### src/rtl/online_to_conv_r4.sv
// Radix-4 on-the-fly converter: MSD-first signed digits {-3..3} in, two's complement out.
// Q/QM register pair, so each digit is absorbed by a 2-bit shift-and-append with no wide adder.
module online_to_conv_r4 #(
  parameter int N  = 8,
  parameter int ZW = 2*N+1
) (
  input  logic          clk,
  input  logic          reset,
  input  logic          di_valid,
  input  logic          di_first,
  input  logic [2:0]    di,
  output logic          busy,
  output logic [ZW-1:0] zo,
  output logic          zo_valid,
  output logic          err
);
  localparam int CW = $clog2(N+1);

  typedef enum logic {IDLE = 1'b0, CONV = 1'b1} state_t;

  state_t          state_q, state_d;
  logic [ZW-1:0]   q_q, q_d, qm_q, qm_d, zo_q, zo_d;
  logic [CW-1:0]   cnt_q, cnt_d;
  logic            zo_valid_q, zo_valid_d, err_q, err_d, busy_q, busy_d;

  logic [ZW-1:0]   q_base_s, qm_base_s, q_new_s, qm_new_s;
  logic            d_pos_s, d_neg_s, d_zero_s, d_illegal_s;
  logic [1:0]      dm1_s;

  // Digit decode and Q/QM append; a new MSD starts from Q=0, QM=-1
  always_comb begin
    d_neg_s     = di[2];
    d_zero_s    = (di == 3'b000);
    d_pos_s     = !di[2] && !d_zero_s;
    d_illegal_s = (di == 3'b100);
    dm1_s       = di[1:0] - 2'd1;
    if (di_first) begin
      q_base_s  = {ZW{1'b0}};
      qm_base_s = {ZW{1'b1}};
    end else begin
      q_base_s  = q_q;
      qm_base_s = qm_q;
    end
    // Low bits: Q gets d mod 4, QM gets (d-1) mod 4 in every case
    q_new_s  = d_neg_s ? {qm_base_s[ZW-3:0], di[1:0]} : {q_base_s[ZW-3:0], di[1:0]};
    qm_new_s = d_pos_s ? {q_base_s[ZW-3:0], dm1_s}    : {qm_base_s[ZW-3:0], dm1_s};
  end

  // Next-state logic: load, accumulate, complete, abort-and-restart
  always_comb begin
    state_d    = state_q;
    q_d        = q_q;
    qm_d       = qm_q;
    cnt_d      = cnt_q;
    zo_d       = zo_q;
    zo_valid_d = 1'b0;
    err_d      = err_q;
    case (state_q)
      IDLE: begin
        if (di_valid && di_first) begin
          state_d = CONV;
          q_d     = q_new_s;
          qm_d    = qm_new_s;
          cnt_d   = CW'(1);
          err_d   = d_illegal_s;
        end else begin
          state_d = IDLE;
        end
      end
      CONV: begin
        if (di_valid) begin
          if (di_first) begin
            q_d   = q_new_s;
            qm_d  = qm_new_s;
            cnt_d = CW'(1);
            err_d = d_illegal_s;
          end else if (cnt_q == CW'(N-1)) begin
            state_d    = IDLE;
            q_d        = {ZW{1'b0}};
            qm_d       = {ZW{1'b1}};
            cnt_d      = {CW{1'b0}};
            zo_d       = q_new_s;
            zo_valid_d = 1'b1;
            err_d      = err_q | d_illegal_s;
          end else begin
            q_d   = q_new_s;
            qm_d  = qm_new_s;
            cnt_d = cnt_q + CW'(1);
            err_d = err_q | d_illegal_s;
          end
        end else begin
          state_d = CONV;
        end
      end
      default: begin
        state_d = IDLE;
        q_d     = {ZW{1'b0}};
        qm_d    = {ZW{1'b1}};
        cnt_d   = {CW{1'b0}};
      end
    endcase
    busy_d = (state_d == CONV);
  end

  // State and output registers
  always_ff @(posedge clk or negedge reset) begin
    if (!reset) begin
      state_q    <= IDLE;
      q_q        <= {ZW{1'b0}};
      qm_q       <= {ZW{1'b1}};
      cnt_q      <= {CW{1'b0}};
      zo_q       <= {ZW{1'b0}};
      zo_valid_q <= 1'b0;
      err_q      <= 1'b0;
      busy_q     <= 1'b0;
    end else begin
      state_q    <= state_d;
      q_q        <= q_d;
      qm_q       <= qm_d;
      cnt_q      <= cnt_d;
      zo_q       <= zo_d;
      zo_valid_q <= zo_valid_d;
      err_q      <= err_d;
      busy_q     <= busy_d;
    end
  end

  assign busy     = busy_q;
  assign zo       = zo_q;
  assign zo_valid = zo_valid_q;
  assign err      = err_q;
endmodule

### config.mk
export PLATFORM = sky130hd
export DESIGN_NAME = online_to_conv_r4
export DESIGN_NICKNAME = d
export VERILOG_FILES = /design/src/rtl/online_to_conv_r4.sv
export SDC_FILE = /design/constraint.sdc
export NUM_CORES = 1
export LEC_CHECK = 0
export BUFFER_PORTS_ARGS = -buffer_cell sky130_fd_sc_hd__buf_2
export CORE_UTILIZATION = 35
export CTS_BUF_LIST = sky130_fd_sc_hd__clkbuf_8
export DETAILED_ROUTE_END_ITERATION = 7
export RECOVER_POWER = 50
export SYNTH_ARGS = -nofsm -noshare
export SYNTH_HDL_FRONTEND = slang
export SYNTH_SLANG_ARGS = --single-unit
### constraint.sdc
create_clock -name clk -period 1.7 [get_ports clk]
set_input_delay 0.255 -clock clk [delete_from_list [all_inputs] [get_ports clk]]
set_output_delay 0.255 -clock clk [all_outputs]
set_load 0.05 [all_outputs]
Word level (Yosys, flattened, before mapping):

Index checks and enable logic that the tools add are counted.

* bits in registers: 54
* output and inout bits: 20
* input bits: 7
* word-level logic and storage cells: 55

* $add $sub $neg: 2
* bitwise logic cells: 3
* eq/ne operators: 4
* muxes and demuxes: 32
* reduce and logical (&&, ||, !) cells: 7

Operator list (count)
* $mux 15: 11
* $pmux 15 s2: 2
* $mux 17: 1
* $mux 4: 4
* $mux 1: 11
* $pmux 4 s2: 1
* $add 4x1->4 const B: 1
* $eq 4x3->1 const B: 1
* $ne 2x2->1 const B: 2
* $pmux 1 s2: 2
* $reduce_and 4->1: 1
* $eq 3x3->1 const B: 1
* $logic_not 3->1: 1
* $logic_and 1x1->1: 2
* $logic_not 1->1: 2
* $not 1->1: 2
* $reduce_and 2->1: 1
* $sub 2x1->2 const B: 1
* $or 1x1->1: 1

Logic depth before layout (Yosys ltp):

* word-level depth: 8
* depth in mapped cells: 6
* mapped depth without buffers: 5

Worst setup path after synthesis:

Ideal clock, no wire load.

* path type: register to register
* start point: register busy (netlist name)
* end point: register zo_q[10], in the netlist zo[10]
* data arrival time: 1784 ps
* slack: -209 ps
* buffers on the path: 2
* cell stages (with the launch flop): 6
* clock period less this slack: 1909 ps
* path through: dfrtp_1 buf_2 nand2_1 nor3_4 buf_12 mux2_4

RTL lines
* end signal: assignment: line 112 `zo_q <= {ZW{1'b0}};`
* end signal: assignment: line 121 `zo_q <= zo_d;`
* end: declaration: line 22 `logic [ZW-1:0] q_q, q_d, qm_q, qm_d, zo_q, zo_d;`

Final worst setup path:

* start point: register cnt_q[0]
* end point: register zo_q[5], in the netlist zo[5]

* word-level cells in the longest chain between the ends: 2

RTL lines
* start: declaration: line 23 `logic [CW-1:0] cnt_q, cnt_d;`
* start signal: assignment: line 111 `cnt_q <= {CW{1'b0}};`
* start signal: assignment: line 120 `cnt_q <= cnt_d;`
* $eq 4x3->1: line 77 `end else if (cnt_q == CW'(N-1)) begin`
* $reduce_and 4->1 (no line)

Every way passes these cells.
A chain may end at the register's enable or synchronous reset.

==> impl_metrics.yaml <==
status:
  status: "finished, final reports clean"
synth:
  synthSimpleGateAreaFrac_pct: 10.1
  synth_xor_area_share_pct: 0
  synth_warnings: 0
  synth-adder-area-share_pct: 0.979
  synth-compound-area-share_pct: 22.0
  synth_top_family_by_area: "compound AO/OA/AOI/OAI gates"
  yosysUniqueCellTypes: 36
  synth-main-ff-cell: "dfrtp_1"
  synth_edf_count: 0
  syn-num-nets: 234
  syn-cell-area_sq_um: 2560
  async_flop_share_pct: 100
  seq_area_frac_synth_pct: 53.6
  synth.area.mux_share_pct: 8.42
  ys_ff_latch: 54
  synth_cells: 225
  synth_area_per_cell_sq_um: 11.4
clock_tree:
  clk_latency_ns: 0.30
  cts_max_path_buffers: 2
  cts_made_buffers: 5
  clk_pin_slew_ns: 0.09
  cts_tree: "built"
  htree_levels: 2
  cts_root_buf: "clkbuf_8"
  numClockSinks: 54
floorplan:
  die-area_sq_um: 7650
  start_util_pct: 37.0
  die_h_um: 87.5
  std_cell_rows: 30
  die-width_um: 87.5
  coreArea_sq_um: 6910
  ioPinCount: 27
drt:
  ant_nets: 0
  viasPerCell: 5.26
  wl_um: 5600
  dr_total_vias: 1869
  drt_iter0_markers: 77
  drtPass1Iterations: 5
  routedWlPerCell_um: 15.8
  drcViolationCount: 0
critical_path:
  crit_fanout: 9
  endpoint_kind: "register"
  path_class: "reg -> reg"
  worst-endpoint-required_ns: 1.89
  startpoint_type: "register"
  cp.arrival_ns: 1.83
placed_design:
  numPortBuffers: 26
  place_area_sq_um: 2860
  post-dp-hpwl_um: 3440
  dp.cells: 340
  place_congestion: 0.737
layout:
  final_cell_area_sq_um: 3060
  drive_gt1_share_pct: 39.8
  area_growth_pct: 19.6
  fin_nets: 267
  antennaDiodeCount: 0
  stdcell_count: 355
sta:
  setup_violations: 0
  holdWs_ns: 0.128
  fin_skew_ns: 0.00374
  finalCriticalPeriod_ns: 1.64
  fin_tns_setup_ns: 0
  max_slew_margin_pct: 33.1
  hold_violations: 0
  finalMaxSlewViolations: 0
  fin_crit_sh_pct: 96.6
  max_freq_ghz: 0.609
  worst_slew_pin_slew_ns: 0.999
pwr:
  leakage_nw: 1.39
  ir_drop_mv: 0.718
  power_density_nw_per_um2: 1440
  power.total_mw: 4.40
global_route:
  grt_start_max_net_pins: 36
  grt_pass1_wl_um: 9590
  first_global_vias: 1801
  gr-total-overflow: 0
  antenna_found_initial: 0
  groute.usage.overall_pct: 16.3
worst_hold_path:
  min_path_type: "in -> reg"
job:
  drv_cap: 0
[cells in the mapped netlist (all sizes together) (3+ instances only)]
cell type  number  area share, %
clkbuf          7            1.0
a21bo           9            3.5
buf            11            3.0
a31oi          16            3.9
dfrtp          39             38
a22o           19            6.5
nand2          18            2.6
inv             6           0.88
mux2           15            7.6
or2             4           0.98
nor2b           3           0.73
nor2           17            2.5
dfstp          15             15
o22ai          11            2.7
o21ai          15            2.9
[worst max-delay path: stages (launching register included)]
cell and delay (ns):
dfrtp_1 0.42, ha_4 0.17, nand3b_4 0.11, nor3_4 0.24
buf_12 0.14, buf_12 0.13, mux2_2 0.33
[worst paths after layout]
kind,startpoint,endpoint,slack [ns],cells past startpoint
max in group asynchronous,reset,qm_q[8]$_DFFE_PN1P_,0.64,3
setup / recovery,cnt_q[0]$_DFFE_PN0P_,zo[5]$_DFFE_PN0P_,0.06,6
min in group asynchronous,reset,zo[14]$_DFFE_PN0P_,0.43,2
hold reg to reg,qm_q[2]$_DFFE_PN1P_,qm_q[2]$_DFFE_PN1P_,0.50,2
setup reg to reg,cnt_q[0]$_DFFE_PN0P_,zo[5]$_DFFE_PN0P_,0.06,6
hold / removal,di[0],qm_q[0]$_DFFE_PN1P_,0.13,2
[where the power goes]
part / leakage, nW / total [mW] / internal (mW) / switching (mW)
Clock: 0.0524 / 0.717 / 0.323 / 0.394
Combinational: 0.690 / 1.74 / 0.621 / 1.12
Sequential: 0.649 / 1.94 / 1.68 / 0.257
[state kept, by name, summed over array words and instances, names as in the netlist]
name	cells
qm_q	15
err	1
q_q	15
cnt_q	4
zo	17
zo_valid	1
busy	1
[logic make-up after synthesis]
logic type               Yosys count
adder cells (fa/ha/maj)            2
AND/OR/NAND/NOR                   50
buffers and inverters             24
flip-flops                        54
multiplexers                      17
AO/OA/AOI/OAI                     78
[layer usage]
layer	routed length [um]	global-route usage [%]	vias to the layer above
li1	-	-	889
met1	2670	23.7	937
met2	2700	24.9	39
met3	198	3.13	4
met4	25	4.02	0
met5	0	0	-
[timing repair]
item	4_1_cts	5_1_grt
setup buffers	0	4
hold buffers	1	0
gates resized for setup	0	3
hold endpoints to repair	15	0
endpoints found under the setup margin	0	13
[layout by cell type (no fill, tap or decap), types with 11 or more instances in the layout]
master,instances
a22o_1,19
dfrtp_1,37
nand2_1,17
buf_2,26
a31oi_1,15
dfstp_2,15
o21ai_0,14
nor2_1,17
o22ai_1,11
[cell type report]
class / instances / area (sq um)
tap: 96 / 120
clock inverter: 2 / 8.76
multi-input combinational: 147 / 1090
fill: 694 / 3850
sequential: 54 / 1370
inverter: 6 / 22.5
clock buffer: 6 / 82.6
timing repair buffer: 44 / 364
[through the flow]
step	worst slack (ns)	utilization [%]
after floorplan	-0.0239	-
after global placement	0.0503	41.5
after detailed placement	-0.00388	41.5
after CTS	0.0486	42.9
after global routing	-0.0284	44.3
final	0.0573	44.3
(Power assumes the default switching activity.)
